==> config.mk <==
export PLATFORM = sky130hd
export DESIGN_NAME = ldm_stm_seq
export DESIGN_NICKNAME = d
export VERILOG_FILES = /design/src/rtl/ldm_pkg.sv /design/src/rtl/lowest_set16.sv /design/src/rtl/ldm_stm_seq.sv
export SDC_FILE = /design/constraint.sdc
export NUM_CORES = 1
export LEC_CHECK = 0
export ABC_AREA = 1
export CAP_MARGIN = 20
export CORE_MARGIN = 5
export CORE_UTILIZATION = 50
export DETAILED_ROUTE_END_ITERATION = 8
export PLACE_DENSITY = 0.86
export SLEW_MARGIN = 20
export SYNTH_ARGS = -nofsm -noshare
export SYNTH_HDL_FRONTEND = slang
export SYNTH_SLANG_ARGS = --single-unit
==> constraint.sdc <==
create_clock -name clk -period 7.8 [get_ports clk]
set_input_delay 1.17 -clock clk [delete_from_list [all_inputs] [get_ports clk]]
set_output_delay 1.17 -clock clk [all_outputs]
set_load 0.1 [all_outputs]
==> src/rtl/ldm_pkg.sv <==
// Shared types and constants for the load/store-multiple sequencer.
// Holds the FSM state type, word/register sizing and a list popcount helper.
package ldm_pkg;

    typedef enum logic [2:0] {
        S_IDLE,
        S_SETUP,
        S_XFER,
        S_WB,
        S_DONE
    } ldm_state_t;

    localparam int WORD_BYTES = 4;
    localparam int NREGS      = 16;
    localparam int REG_IDX_W  = 4;

    function automatic logic [4:0] popcount16(input logic [15:0] v);
        logic [4:0] c;
        c = '0;
        for (int i = 0; i < 16; i++) begin
            c = c + {4'd0, v[i]};
        end
        return c;
    endfunction

endpackage

==> src/rtl/lowest_set16.sv <==
// Priority encoder: index of the lowest set bit of a 16-bit register list,
// with o_valid low when the list is empty.
module lowest_set16
    import ldm_pkg::*;
(
    input  logic [15:0]          i_list,
    output logic [REG_IDX_W-1:0] o_idx,
    output logic                 o_valid
);

    // Scan from the top down so the lowest set bit is the last one written.
    always_comb begin
        o_idx   = '0;
        o_valid = 1'b0;
        for (int i = 15; i >= 0; i--) begin
            if (i_list[i]) begin
                o_idx   = REG_IDX_W'(i);
                o_valid = 1'b1;
            end
        end
    end

endmodule

==> src/rtl/ldm_stm_seq.sv <==
// Multi-cycle LDM/STM sequencer: walks a register list lowest-first, moving one
// word per memory acknowledge, then optionally writes the final address back.
module ldm_stm_seq #(
    parameter int DATA_W = 32,
    parameter int NREGS  = 16
) (
    input  logic                     clk,
    input  logic                     rst_n,
    input  logic                     start,
    input  logic                     is_load,
    input  logic [NREGS-1:0]         reg_list,
    input  logic [DATA_W-1:0]        base_addr,
    input  logic [$clog2(NREGS)-1:0] base_reg,
    input  logic                     up,
    input  logic                     pre,
    input  logic                     writeback,
    output logic                     busy,
    output logic                     done,
    output logic [$clog2(NREGS)-1:0] rf_read_addr,
    input  logic [DATA_W-1:0]        rf_read_data,
    output logic                     rf_wr_en,
    output logic [$clog2(NREGS)-1:0] rf_write_addr,
    output logic [DATA_W-1:0]        rf_write_data,
    output logic                     mem_req,
    output logic                     mem_we,
    output logic [DATA_W-1:0]        mem_addr,
    output logic [DATA_W-1:0]        mem_wdata,
    input  logic                     mem_ack,
    input  logic [DATA_W-1:0]        mem_rdata
);
    import ldm_pkg::*;

    localparam logic [DATA_W-1:0] STEP = DATA_W'(WORD_BYTES);

    ldm_state_t r_state;
    ldm_state_t w_next;

    logic [NREGS-1:0]     r_list;
    logic [DATA_W-1:0]    r_base;
    logic [DATA_W-1:0]    r_addr;
    logic [DATA_W-1:0]    r_final;
    logic [REG_IDX_W-1:0] r_base_reg;
    logic                 r_is_load;
    logic                 r_up;
    logic                 r_pre;
    logic                 r_wb;
    logic                 r_skip_wb;

    logic [REG_IDX_W-1:0] w_cur_idx;
    logic                 w_list_valid;
    logic [NREGS-1:0]     w_cur_bit;
    logic [NREGS-1:0]     w_list_next;
    logic                 w_last;
    logic [4:0]           w_count;
    logic [DATA_W-1:0]    w_span;
    logic [DATA_W-1:0]    w_start_addr;

    lowest_set16 u_lowest (
        .i_list  (r_list),
        .o_idx   (w_cur_idx),
        .o_valid (w_list_valid)
    );

    assign w_cur_bit   = NREGS'(1) << w_cur_idx;
    assign w_list_next = r_list & ~w_cur_bit;
    assign w_last      = (w_list_next == '0);
    assign w_count     = popcount16(r_list);
    assign w_span      = DATA_W'({w_count, 2'b00});

    // Lowest address of the block; registers always ascend from here.
    assign w_start_addr = r_up ? (r_pre ? r_base + STEP : r_base)
                               : (r_pre ? r_base - w_span : r_base - w_span + STEP);

    always_ff @(posedge clk or negedge rst_n) begin
        if (!rst_n) begin
            r_state <= S_IDLE;
        end else begin
            r_state <= w_next;
        end
    end

    always_comb begin
        w_next        = r_state;
        busy          = (r_state != S_IDLE);
        done          = 1'b0;
        mem_req       = 1'b0;
        mem_we        = 1'b0;
        mem_addr      = '0;
        mem_wdata     = '0;
        rf_read_addr  = '0;
        rf_wr_en      = 1'b0;
        rf_write_addr = '0;
        rf_write_data = '0;
        case (r_state)
            S_IDLE: begin
                if (start) begin
                    w_next = S_SETUP;
                end
            end
            S_SETUP: begin
                if (!w_list_valid) begin
                    w_next = r_wb ? S_WB : S_DONE;
                end else begin
                    w_next = S_XFER;
                end
            end
            S_XFER: begin
                mem_req  = 1'b1;
                mem_addr = r_addr;
                mem_we   = !r_is_load;
                if (r_is_load) begin
                    rf_wr_en      = mem_ack;
                    rf_write_addr = w_cur_idx;
                    rf_write_data = mem_rdata;
                end else begin
                    rf_read_addr = w_cur_idx;
                    mem_wdata    = rf_read_data;
                end
                if (mem_ack && w_last) begin
                    w_next = r_wb ? S_WB : S_DONE;
                end
            end
            S_WB: begin
                // A loaded base register keeps its loaded value.
                rf_wr_en      = !r_skip_wb;
                rf_write_addr = r_base_reg;
                rf_write_data = r_final;
                w_next        = S_DONE;
            end
            S_DONE: begin
                done   = 1'b1;
                w_next = S_IDLE;
            end
            default: begin
                w_next = S_IDLE;
            end
        endcase
    end

    always_ff @(posedge clk or negedge rst_n) begin
        if (!rst_n) begin
            r_list     <= '0;
            r_base     <= '0;
            r_addr     <= '0;
            r_final    <= '0;
            r_base_reg <= '0;
            r_is_load  <= 1'b0;
            r_up       <= 1'b0;
            r_pre      <= 1'b0;
            r_wb       <= 1'b0;
            r_skip_wb  <= 1'b0;
        end else begin
            case (r_state)
                S_IDLE: begin
                    if (start) begin
                        r_list     <= reg_list;
                        r_base     <= base_addr;
                        r_base_reg <= base_reg;
                        r_is_load  <= is_load;
                        r_up       <= up;
                        r_pre      <= pre;
                        r_wb       <= writeback;
                        r_skip_wb  <= is_load & reg_list[base_reg];
                    end
                end
                S_SETUP: begin
                    r_addr  <= w_start_addr;
                    r_final <= r_up ? r_base + w_span : r_base - w_span;
                end
                S_XFER: begin
                    if (mem_ack) begin
                        r_list <= w_list_next;
                        r_addr <= r_addr + STEP;
                    end
                end
                default: begin
                end
            endcase
        end
    end

endmodule

# Yosys cells after proc, flatten, opt, wreduce, memory -nomap -nowiden
# Cells that the tools add are included.
# op_classes
order_cmp	1
n_eq_ne	7
mux	62
bitwise_logic	3
shift	1
n_addsub	20
reduce_logical	12
# op_table
cell	count
32-bit two-way mux	9
32-bit case mux with 2 select lines	2
32-bit by 3-bit adder with 32-bit output (second input constant)	3
4-bit two-way mux	19
5-bit by 1-bit adder with 5-bit output	11
32-bit by 7-bit adder with 32-bit output	1
16-bit two-way mux	2
16-bit case mux with 2 select lines	1
32-bit by 7-bit subtractor with 32-bit output	1
1-bit two-way mux	21
16-bit bitwise AND	1
16-bit zero test	1
16-bit NOT	1
1-bit by 4-bit left shift with 16-bit output (first input constant)	1
3-bit two-way mux	4
3-bit case mux with 4 select lines	1
4-bit case mux with 2 select lines	1
3-bit by 2-bit equality test with 1-bit output (second input constant)	2
2-bit != test (second input constant)	3
2-bit AND reduction	3
4-bit by 1-bit adder with 5-bit output	1
4-bit by 5-bit less-than comparator with 1-bit output (second input constant)	1
3-bit by 1-bit adder with 4-bit output	1
1-bit binary-select mux with 4-bit select	1
other kinds (12)	14
# word_totals
reg_bits	124
out_inout_bits	109
wordCells	117

# Depth between registers and ports, before layout
# Gate-level depths: netlist of run 1.
# depth
ltp_word	23
mapped_depth	35

# By module
# From an unflattened synthesis of run 1, not the netlist that was laid out.
# hier_totals
hier_cells	1859
hier_area_um2	11496.0
# modules_own_cells
mod	area_per_inst_um2	instances	cells_per_inst
ldm_stm_seq	11287.1	1	1810
lowest_set16	209.0	1	49

# Least setup slack after synthesis of run 1
# Ideal clock, no wire load.
# synth_path
path_type	flip-flop to flip-flop
startpoint	register r_list[1]
endpoint	register r_addr[21]
setup_time_ps	124
path_stages_with_launch	28
required_time_ps	7676
slack_ps	2434
path_buffers	0
arrival_ps	5242
period_less_slack_ps	5366
cell_sequence	dfrtp_1 inv_1 fa_1 fa_1 fa_1 fa_1 inv_1 ha_1 fa_1 xor2_1 ha_1 inv_2 a21oi_2 nand2_2 nand2_4 nand2_1 xor2_1 nand3_1 nor2_2 nand2_1 nor2_4 nand2_4 nor2_8 nand3_1 o21ai_1 nand3_1 o211ai_1 nand2_1
# synth_via
elab_chain_cells	20
# synth_lines
item	line	source
start, declared	ldm_stm_seq.sv:38	logic [NREGS-1:0] r_list;
start signal, assigned	ldm_stm_seq.sv:156	r_list <= reg_list;
start signal, assigned	ldm_stm_seq.sv:172	r_list <= w_list_next;
1-bit by 1-bit adder with 2-bit output *	ldm_pkg.sv:21	c = c + {4'd0, v[i]};
2-bit by 1-bit adder with 3-bit output *	ldm_pkg.sv:21	
3-bit by 1-bit adder with 4-bit output *	ldm_pkg.sv:21	
4-bit by 1-bit adder with 5-bit output *	ldm_pkg.sv:21	
5-bit by 1-bit adder with 5-bit output * (11 in series)	ldm_pkg.sv:21	
32-bit by 7-bit subtractor with 32-bit output *	ldm_stm_seq.sv:72	: (r_pre ? r_base - w_span : r_base - w_span + STEP);
32-bit by 3-bit adder with 32-bit output	ldm_stm_seq.sv:72	
32-bit two-way mux *	ldm_stm_seq.sv:72	
32-bit two-way mux *	ldm_stm_seq.sv:71	assign w_start_addr = r_up ? (r_pre ? r_base + STEP : r_base)
32-bit case mux with 2 select lines *	ldm_stm_seq.sv:153	case (r_state)
end signal, assigned	ldm_stm_seq.sv:167	r_addr <= w_start_addr;
end signal, assigned	ldm_stm_seq.sv:173	r_addr <= r_addr + STEP;
end, declared	ldm_stm_seq.sv:40	logic [DATA_W-1:0] r_addr;
# Every way passes the cells marked *; elsewhere a longest branch is shown, timed or not.
# A chain may end at the register's enable or synchronous reset.

# Worst setup path in the final report of run 1
# layout_path
startpoint	register r_list[13]
endpoint	register r_addr[29]
# layout_via
elab_chain_cells	8
# layout_lines
item	line
5-bit by 1-bit adder with 5-bit output * (3 in series)	ldm_pkg.sv:21
32-bit by 7-bit subtractor with 32-bit output *	ldm_stm_seq.sv:72
32-bit by 3-bit adder with 32-bit output	ldm_stm_seq.sv:72
32-bit two-way mux *	ldm_stm_seq.sv:72
32-bit two-way mux *	ldm_stm_seq.sv:71
32-bit case mux with 2 select lines *	ldm_stm_seq.sv:153
# Marks and branches as above.

==> out/metrics.sh, run 1 <==
OUTCOME='completed'
LARGEST_REGISTER_FFS=36
VIAS_PER_CELL=5.783
SYNTHCELLS=1742
CRITICAL_PATH.TOP_DELAY_FAMILY='adder cells'
CLK_PIN_SLEW_PS=60
HOLDCRITSTARTPOINT='r_base_reg[1]'
CRITPATHCAPTURETYPE='flip-flop'
CP.BUFFERS_INVERTERS=3
GR-TOTAL-OVERFLOW=0
TIGHTEST_SLEW_PS=1019
SETUP_REPAIR_AFTER_GLOBAL_ROUTING_MISSED_ITS_MARGIN='false'
MAPPEDNETLISTAREA_UM2=11150
CRIT_REQUIRED_PS=8180
SYNTH_COMPOUND_AREA_FRAC=0.1755
FINISH.NET_COUNT=2072
CTS_SINK_COUNT=124
NETLIST-CELL-TYPE-COUNT=52
TIMING_HOLD_VIOLATIONS_FINAL=0
CLOCK-SKEW-FINAL_PS=9.913
TOP_LEVEL_PORTS=233
TIMING.CRITICAL_PATH.FANOUT_MAX=6
CTS-ROOT-BUF='clkbuf_16'
MAIN_COMBINATIONAL_CELL_FAMILY_BY_AREA_AFTER_SYNTHESIS='simple AND/OR/NAND/NOR gates'
YOSYS.AREA_SHARE.ADDER=0.04286
CTS_POST_SETUP_BUFFERS_INSERTED=0
SYNTH_TOP_AREA_SHARE=0.2782
CLOCK_INSERTION_DELAY_WORST_SKEW_PS=440
PORT-BUFFER-COUNT=232
MAXIMUM_NUMBER_OF_PINS_ON_ONE_NET_BEFORE_GLOBAL_ROUTE_REPAIR=77
CPMAXSTAGEDELAYCELL='fa_1'
ANTENNA_FOUND_INITIAL=0
CTS_BUFFERS=17
WORST_PATH_LARGEST_CELL_DELAY_PS=560
POSTSYNTH.ASYNCRESETSHARE=1.000
STARTPOINT_TYPE='flip-flop'
N_ANTENNA_CELL=0
HOLDBUFCOUNTCTS=0
R2R-END='r_addr[29]'
R2R_START='r_list[13]'
DIE_HEIGHT_UM=159.3
H_TREE_LEVELS=4
YOSYS.AREA_SHARE.SIMPLE=0.3469
ACHIEVABLE-FREQUENCY_GHz=0.1595
WHS_PATH_DEPTH=2
ANTENNA_VIOLATING_NETS_POST_ROUTE=0
CAP_VIOL_MAX_COUNT=0
PLACE.GP.CONGESTION=1.012
GRT_PASS1_VIAS=12340
DRT_FIRST_PASS_ITERS=8
CLOCKBUFFERDEPTH=2
VIAS=12780
DRT-WIRELENGTH-PER-CELL_UM=19.70
YS_WARN_COUNT=0
GRT_FIRST_PASS_WIRELENGTH_UM=68830
DIE-AREA_UM2=25390
FINAL_MAX_SLEW_VIOL_COUNT=0
SYNTH.NET_COUNT=1897
PATH_CLASS='flip-flop to flip-flop'
FF2FF_PATH_DEPTH=27
CTS_TREE='built'
FINAL_COMMON_CELL='nand2_1'
DRT-INITIAL-DRC-COUNT=1512
HPWLAFTERDP_UM=33280
SYNTHXORXNORAREAFRAC=0.04690
SYNTH_AREA_LEADER_CELL='dfrtp_1'
YOSYS-TOP-CELLS-AREA='dfrtp_1 28%, nand2_1 12%, nor2_1 9.1%'
RELSLEWSLACK=0.3186
SYNTH.AREA.MUX_SHARE=0.001795
MIN_PERIOD_PS=6268
ROWS=54
DIE_X_UM=159.3
MIN-DELAY-PATH-CLASS='flip-flop to flip-flop'
FINAL_CORE_UTIL=0.6507
CP.ARRIVAL_PS=6640
PLACEABLECOREAREA_UM2=21890
EFFECTIVE_UTILIZATION_AT_FLOORPLAN=0.5094
GLOBAL_ROUTE.USAGE.TOTAL=0.3344
FINAL.SETUP.TNS_PS=0
DRT-TOTAL-WL_UM=43540
SEQUENTIAL_FRACTION_OF_THE_SYNTHESIS_AREA=0.2782
YS_DOMINANT_REG_CELL='dfrtp_1'
FINAL-SETUP-VIOL-COUNT=0
POST_CTS_RESIZE_COUNT=0
YS_FF_LATCH=124
POST-ROUTE-DRC-COUNT=0
MIN_PERIOD_OVER_PERIOD=0.8036
SYN_TO_FINAL_GROWTH_PCT=27.73
AVGSYNTHCELLAREA_UM2=6.402
WORST-R2R-SETUP-SLACK_PS=1530
FINAL_LAYOUT_SIZE_SUFFIX_GT1_FRAC=0.06166
LEADING_CELL_TYPES_IN_THE_LAYOUT_FILL_AND_TAPS_EXCLUDED='361 x nand2_1, 266 x nor2_1, 231 x clkdlybuf4s50_1'
WHS_ENDPOINT='r_base_reg[1]'
SYNTH_ENABLE_FLOP_CELLS=0
-- worst max-delay path by stage --
stage / start / end / slack (ps) / cells past startpoint
finish: r_list[13] / r_addr[29] / 1530 / 27
global route: r_list[3] / r_addr[29] / 1250 / 27
CTS: r_list[13] / r_addr[21] / 1630 / 27
detailed placement: r_list[13] / r_addr[21] / 1650 / 27
global placement: r_list[13] / r_addr[21] / 1690 / 27
floorplan: r_list[1] / r_addr[21] / 2430 / 27
-- routing by layer --
metal	track usage	routed length, um	vias to the layer above
met3	0.06420	3309	136
li1	-	-	6053
met4	0.1411	2058	0
met5	0	0	-
met1	0.4232	17290	5991
met2	0.5601	20890	601
-- worst reg2reg max path, stage by stage (launching register included) --
cell	delay, ps
dfrtp_1	390
inv_1	130
fa_1	450
fa_1	560
fa_1	450
fa_1	500
inv_1	40
ha_1	200
fa_1	400
xor2_1	190
ha_1	410
inv_2	90
a21oi_2	140
nand2_2	130
nand2_4	110
nand2_1	90
xor2_1	400
nand3_1	230
nor3_1	380
nand3_1	140
nor2_1	150
and3_1	190
nand3_1	70
nand2_1	80
nand3_1	70
nand2_1	120
nand2_1	60
nand2_1	50
-- cells by family after synthesis --
family,after synthesis
adder cells (fa/ha/maj),31
XOR/XNOR,58
AO/OA/AOI/OAI,333
AND/OR/NAND/NOR,878
multiplexers,2
buffers and inverters,316
flip-flops,124
-- final cells by class --
cell class / instances / area [um2]
flip-flops and latches: 124 / 3104
multi-input cells: 1302 / 6869
clock inverters: 13 / 212.7
fillers: 2020 / 7646
inverters: 231 / 868.3
repair buffers: 241 / 2387
clock buffers: 19 / 452.9
well taps: 280 / 350.3
-- synth_stat cells, types with 5 or more instances --
library cell / count
nand2_1: 361
nor2_1: 269
inv_1: 216
o21ai_0: 162
dfrtp_1: 124
nand3_1: 124
clkbuf_1: 62
a21oi_1: 56
xor2_1: 56
nand4_1: 31
nor3_1: 28
o211ai_1: 23
ha_1: 19
o22ai_1: 18
a31oi_1: 17
a32o_1: 13
buf_2: 13
inv_2: 13
fa_1: 12
nor2_2: 12
nor4_1: 11
buf_1: 10
o21ai_1: 9
a22oi_1: 8
nor2_4: 8
nor3_2: 7
nand2_2: 6
o221ai_1: 5
-- per-stage QoR --
| stage | worst slack (ps) | instances | instance area [um2] | hold slack (ps) |
|---|---|---|---|---|
| after floorplan | 2434 | 1742 | 11150 | 442.2 |
| after global placement | 1686 | 2178 | 13580 | 456.6 |
| after detailed placement | 1648 | 2178 | 13580 | 458.4 |
| after CTS | 1631 | 2210 | 14240 | 474.1 |
| after global routing | 1249 | 2210 | 14240 | 495.0 |
| final | 1532 | 2210 | 14240 | 475.2 |
Power of run 1 is not shown: default switching activity piles up to over one toggle a cycle in this logic, so the estimate is an artifact.
==> inputs of run 2 (changes only) <==
==> constraint.sdc (replaced) <==
create_clock -name clk -period 5.95 [get_ports clk]
set_input_delay 0.8925 -clock clk [delete_from_list [all_inputs] [get_ports clk]]
set_output_delay 0.8925 -clock clk [all_outputs]
set_load 0.1 [all_outputs]
==> run 2 against run 1 <==
  * The flow now finishes with violations (design-rule violations, negative setup slack)
  * Setup slack got worse by 1600 ps
  * Register-to-register slack got worse by 1600 ps
  * Global-route usage increased by 2.2 points
  * Flip-flop and latch count unchanged
  * Critical path type unchanged
  * Critical endpoint is now r_addr[15]
  * Highest routed layer unchanged
==> out/metrics.sh, run 2 (synthesis results as in run 1) <==
GRT_PASS1_VIAS=12700
SYN_TO_FINAL_GROWTH_PCT=36.55
DIE_HEIGHT_UM=159.3
VIAS=13510
DRT-WIRELENGTH-PER-CELL_UM=20.68
POST-ROUTE-DRC-COUNT=2
CRITICAL_PATH.TOP_DELAY_FAMILY='adder cells'
OUTCOME='finished with violations'
FINAL_COMMON_CELL='nand2_1'
CP.ARRIVAL_PS=6400
CTS-ROOT-BUF='clkbuf_16'
ROWS=54
EFFECTIVE_UTILIZATION_AT_FLOORPLAN=0.5094
MAXIMUM_NUMBER_OF_PINS_ON_ONE_NET_BEFORE_GLOBAL_ROUTE_REPAIR=72
CLK_PIN_SLEW_PS=70
CTS_BUFFERS=17
DRT-INITIAL-DRC-COUNT=1585
FILLERS=1871
POSTLAYOUTSETUPSLACKWORST_PS=-99.56
STARTPOINT_TYPE='flip-flop'
TIMING.CRITICAL_PATH.MODE_CELL='fa_1'
DRT_FIRST_PASS_ITERS=8
GR-TOTAL-OVERFLOW=0
DIE_X_UM=159.3
TOP_LEVEL_PORTS=233
ANTENNA_FOUND_INITIAL=0
CLOCKBUFFERDEPTH=2
LARGEST_REGISTER_FFS=36
N_ANTENNA_CELL=0
TIGHTEST_SLEW_PS=1076
MIN-DELAY-PATH-CLASS='flip-flop to flip-flop'
TIMING.CRITICAL_PATH.FANOUT_MAX=4
MIN_PERIOD_PS=6050
CLOCK_INSERTION_DELAY_WORST_SKEW_PS=440
PLACEABLECOREAREA_UM2=21890
GRT_FIRST_PASS_WIRELENGTH_UM=72460
CTS_TREE='built'
FINAL-SETUP-VIOL-COUNT=10
MIN_PERIOD_OVER_PERIOD=1.017
FAILED_CHECKS='design-rule violations, negative setup slack'
FINAL.SETUP.TNS_PS=-296.1
PATH_CLASS='flip-flop to flip-flop'
DIE-AREA_UM2=25390
CRIT_REQUIRED_PS=6300
DRT-TOTAL-WL_UM=47470
LEADING_CELL_TYPES_IN_THE_LAYOUT_FILL_AND_TAPS_EXCLUDED='349 x nand2_1, 252 x nor2_1, 222 x clkdlybuf4s50_1'
H_TREE_LEVELS=4
HPWLAFTERDP_UM=35520
ANTENNA_VIOLATING_NETS_POST_ROUTE=0
GLOBAL_ROUTE.USAGE.TOTAL=0.3565
FINAL_LAYOUT_SIZE_SUFFIX_GT1_FRAC=0.1385
FINISH.NET_COUNT=2157
VIAS_PER_CELL=5.888
TIMING_HOLD_VIOLATIONS_FINAL=0
CAP_VIOL_MAX_COUNT=0
ACHIEVABLE-FREQUENCY_GHz=0.1653
CLOCK-SKEW-FINAL_PS=13.80
WORST_PATH_LARGEST_CELL_DELAY_PS=580
HOLDBUFCOUNTCTS=0
RELSLEWSLACK=0.2815
CRITPATHCAPTURETYPE='flip-flop'
PORT-BUFFER-COUNT=232
PLACE.GP.CONGESTION=1.023
CP.BUFFERS_INVERTERS=5
SETUP_REPAIR_AFTER_GLOBAL_ROUTING_MISSED_ITS_MARGIN='true'
CTS_SINK_COUNT=124
CPMAXSTAGEDELAYCELL='fa_1'
FINAL_MAX_SLEW_VIOL_COUNT=0
[run 2: final timing paths]
| kind | slack, ps | startpoint | cells after the start | end |
|---|---|---|---|---|
| worst min register to register | 480 | r_base[1] | 2 | r_base[1] |
| worst max-delay path | -100 | r_list[13] | 27 | r_addr[15] |
| max in group asynchronous | 4030 | rst_n | 2 | r_final[13] |
| worst max register to register | -100 | r_list[13] | 27 | r_addr[15] |
| min in group asynchronous | 530 | rst_n | 1 | r_final[0] |
| worst min-delay path | 480 | r_base[1] | 2 | r_base[1] |
[run 2: repair_timing]
action                     4_1_cts  5_1_grt
buffers inserted                 7       13
pin swaps                       10       47
setup endpoints to repair       10       30
resized for setup               16       83
[run 2: final cells by class]
cell class                 instances  area [um2]  area share
multi-input combinational       1302        7244      0.4757
sequential                       124        3104      0.2038
timing repair buffer             326        3042      0.1997
inverter                         231       870.8     0.05718
clock buffer                      20       456.7     0.02999
tap                              280       350.3     0.02301
clock inverter                    12       160.2     0.01052
[run 2: worst register-to-register path, delay by kind of cell (launching register included)]
family          cells  cell delay (ps)
fa+ha+maj           7             2910
xor+xnor            2              420
flops               1              360
compound gates      2              480
buf+inv             5              520
simple gates       11             1280
[run 2: metrics by stage]
step,setup WS (ps),std cells,instance area [um2],hold WS [ps],util
2_1_floorplan,583.9,1742,11150,442.2,-
3_3_place_gp,21.07,2243,14060,454.9,0.6421
3_5_place_dp,-96.70,2243,14060,463.0,0.6421
4_1_cts,3.847,2282,14800,479.1,0.6759
5_1_grt,-257.7,2295,15230,508.0,0.6956
6_report,-99.56,2295,15230,478.8,0.6956
[run 2: per-layer routing]
| layer | vias to the layer above | track usage | wire length [um] |
|---|---|---|---|
| met2 | 770 | 0.6021 | 22970 |
| met4 | 0 | 0.1365 | 2173 |
| li1 | 6223 | - | - |
| met5 | - | 0 | 0 |
| met1 | 6380 | 0.4550 | 18240 |
| met3 | 141 | 0.06498 | 4091 |
Power of run 2 is left out for the same reason.
==> inputs of run 3 (changes only) <==
--- a/config.mk
+++ b/config.mk
@@ -7,10 +7,12 @@
 export LEC_CHECK = 0
 export ABC_AREA = 1
 export CAP_MARGIN = 20
+export CELL_PAD_IN_SITES_DETAIL_PLACEMENT = 1
+export CELL_PAD_IN_SITES_GLOBAL_PLACEMENT = 2
 export CORE_MARGIN = 5
-export CORE_UTILIZATION = 50
+export CORE_UTILIZATION = 28
 export DETAILED_ROUTE_END_ITERATION = 8
-export PLACE_DENSITY = 0.86
+export PLACE_DENSITY = 0.9
 export SLEW_MARGIN = 20
 export SYNTH_ARGS = -nofsm -noshare
 export SYNTH_HDL_FRONTEND = slang
==> run 3 against run 2 <==
  * Hold slack lost 180 ps
  * Via count shrank 2.9%
  * Non-clock buffer count shrank 6
  * Cell count grew 10%
  * Critical path depth shrank 1
  * Maximum frequency grew 0.72%
  * Clock-buffer cell count grew 7
  * Final area grew 2.3%
  * Die area grew 73%
  * The run ends with negative setup slack left
  * Highest routed layer unchanged
  * Largest cell class unchanged
==> out/metrics.sh, run 3 (synthesis results as in run 1) <==
FINAL_MAX_SLEW_VIOL_COUNT=0
CRIT_REQUIRED_PS=6260
CP.BUFFERS_INVERTERS=5
ANTENNA_VIOLATING_NETS_POST_ROUTE=0
SETUP_REPAIR_AFTER_GLOBAL_ROUTING_MISSED_ITS_MARGIN='true'
CTS_SINK_COUNT=124
FINAL_LAYOUT_SIZE_SUFFIX_GT1_FRAC=0.1344
MULTI_INPUT_AREA_UM2=7337
DIE_HEIGHT_UM=209.6
ROWS=73
H_TREE_LEVELS=4
FILLERS=5020
CLK_PIN_SLEW_PS=60
MIN-DELAY-PATH-CLASS='input port to async pin'
FINAL-SETUP-VIOL-COUNT=2
N_ANTENNA_CELL=0
CTS_BUFFERS=17
HOLDBUFCOUNTCTS=0
FINAL_COMMON_CELL='nand2_1'
CLOCK_INSERTION_DELAY_WORST_SKEW_PS=450
TIGHTEST_SLEW_PS=1023
STDCELL_COUNT=2534
TIMING.CRITICAL_PATH.FANOUT_MAX=5
CTS-ROOT-BUF='clkbuf_16'
DIE_X_UM=209.6
ANTENNA_FOUND_INITIAL=0
HPWLAFTERDP_UM=40480
VIAS=13120
SYN_TO_FINAL_GROWTH_PCT=39.69
DRT-INITIAL-DRC-COUNT=861
REGISTER_AREA_UM2=3104
FINAL_CORE_UTIL=0.3939
DIE-AREA_UM2=43920
PLACE.GP.CONGESTION=0.9666
CTS_TREE='built'
RELSLEWSLACK=0.3158
LEADING_CELL_TYPES_IN_THE_LAYOUT_FILL_AND_TAPS_EXCLUDED='346 x nand2_1, 250 x nor2_1, 230 x clkdlybuf4s50_1'
PLACE_INST=2476
STARTPOINT_TYPE='flip-flop'
MAXIMUM_NUMBER_OF_PINS_ON_ONE_NET_BEFORE_GLOBAL_ROUTE_REPAIR=71
CPMAXSTAGEDELAYCELL='fa_1'
DRT-WIRELENGTH-PER-CELL_UM=20.99
POSTLAYOUTSETUPSLACKWORST_PS=-56.14
GRT_FIRST_PASS_WIRELENGTH_UM=80870
CLOCK-SKEW-FINAL_PS=6.213
DRT_FIRST_PASS_ITERS=5
GR-TOTAL-OVERFLOW=0
LARGEST_REGISTER_FFS=36
FAILED_CHECKS='negative setup slack'
VIAS_PER_CELL=5.178
OUTCOME='finished with violations'
EFFECTIVE_UTILIZATION_AT_FLOORPLAN=0.2820
PLACEABLECOREAREA_UM2=39550
PORT-BUFFER-COUNT=232
MIN_PERIOD_OVER_PERIOD=1.009
FINAL.HOLD.WORST_SLACK_PS=294.1
TOP_LEVEL_PORTS=233
PATH_CLASS='flip-flop to flip-flop'
ACHIEVABLE-FREQUENCY_GHz=0.1665
CRITICAL_PATH.TOP_DELAY_FAMILY='adder cells'
TIMING.CRITICAL_PATH.MODE_CELL='fa_1'
CAP_VIOL_MAX_COUNT=0
GLOBAL_ROUTE.USAGE.TOTAL=0.2347
GRT_PASS1_VIAS=13760
CLOCKBUFFERDEPTH=2
MIN_PERIOD_PS=6006
DRT-TOTAL-WL_UM=53190
CRITPATHCAPTURETYPE='flip-flop'
WORST_PATH_LARGEST_CELL_DELAY_PS=610
FINISH.NET_COUNT=2151
CP.ARRIVAL_PS=6310
TIMING_HOLD_VIOLATIONS_FINAL=0
POST-ROUTE-DRC-COUNT=0
[run 3: final timing paths]
check	start	to	slack [ps]	cells past startpoint
setup / recovery	r_list[13]	r_addr[19]	-60	26
max in group asynchronous	rst_n	r_up	4530	2
min in group clk	r_base_reg[1]	r_base_reg[1]	480	2
hold reg to reg	r_base_reg[1]	r_base_reg[1]	480	2
setup reg to reg	r_list[13]	r_addr[19]	-60	26
hold / removal	rst_n	r_addr[27]	290	1
[run 3: area by class of cell]
class                   instances  share of cell area
clock buffers                  27             0.03421
repair buffers                320              0.1922
flip-flops and latches        124              0.1993
clock inverters                 5            0.004980
inverters                     231             0.05622
well taps                     525             0.04217
multi-input cells            1302              0.4710
[run 3: per-stage QoR]
step	cell area (um2)	setup TNS [ps]	setup WS (ps)
global placement	14280	-16.82	-16.82
CTS	15010	0	0.6599
finish	15580	-66.07	-56.14
detailed placement	14280	-513.0	-142.6
global route	15580	-3457	-255.5
floorplan	11150	0	583.9
[run 3: per-layer routing]
| metal | wire length, um | global-route usage | part of all wire |
|---|---|---|---|
| met3 | 1975 | 0.03318 | 0.037 |
| met4 | 2177 | 0.08596 | 0.041 |
| met1 | 22130 | 0.2889 | 0.42 |
| met5 | 0 | 0 | 0 |
| met2 | 26900 | 0.4171 | 0.51 |
[run 3: timing repair]
item,CTS,global route
resized for setup,17,95
setup buffers,4,23
pin swaps,7,50
cloned,0,0
setup endpoints to repair,16,31
Power of run 3 is left out for the same reason.
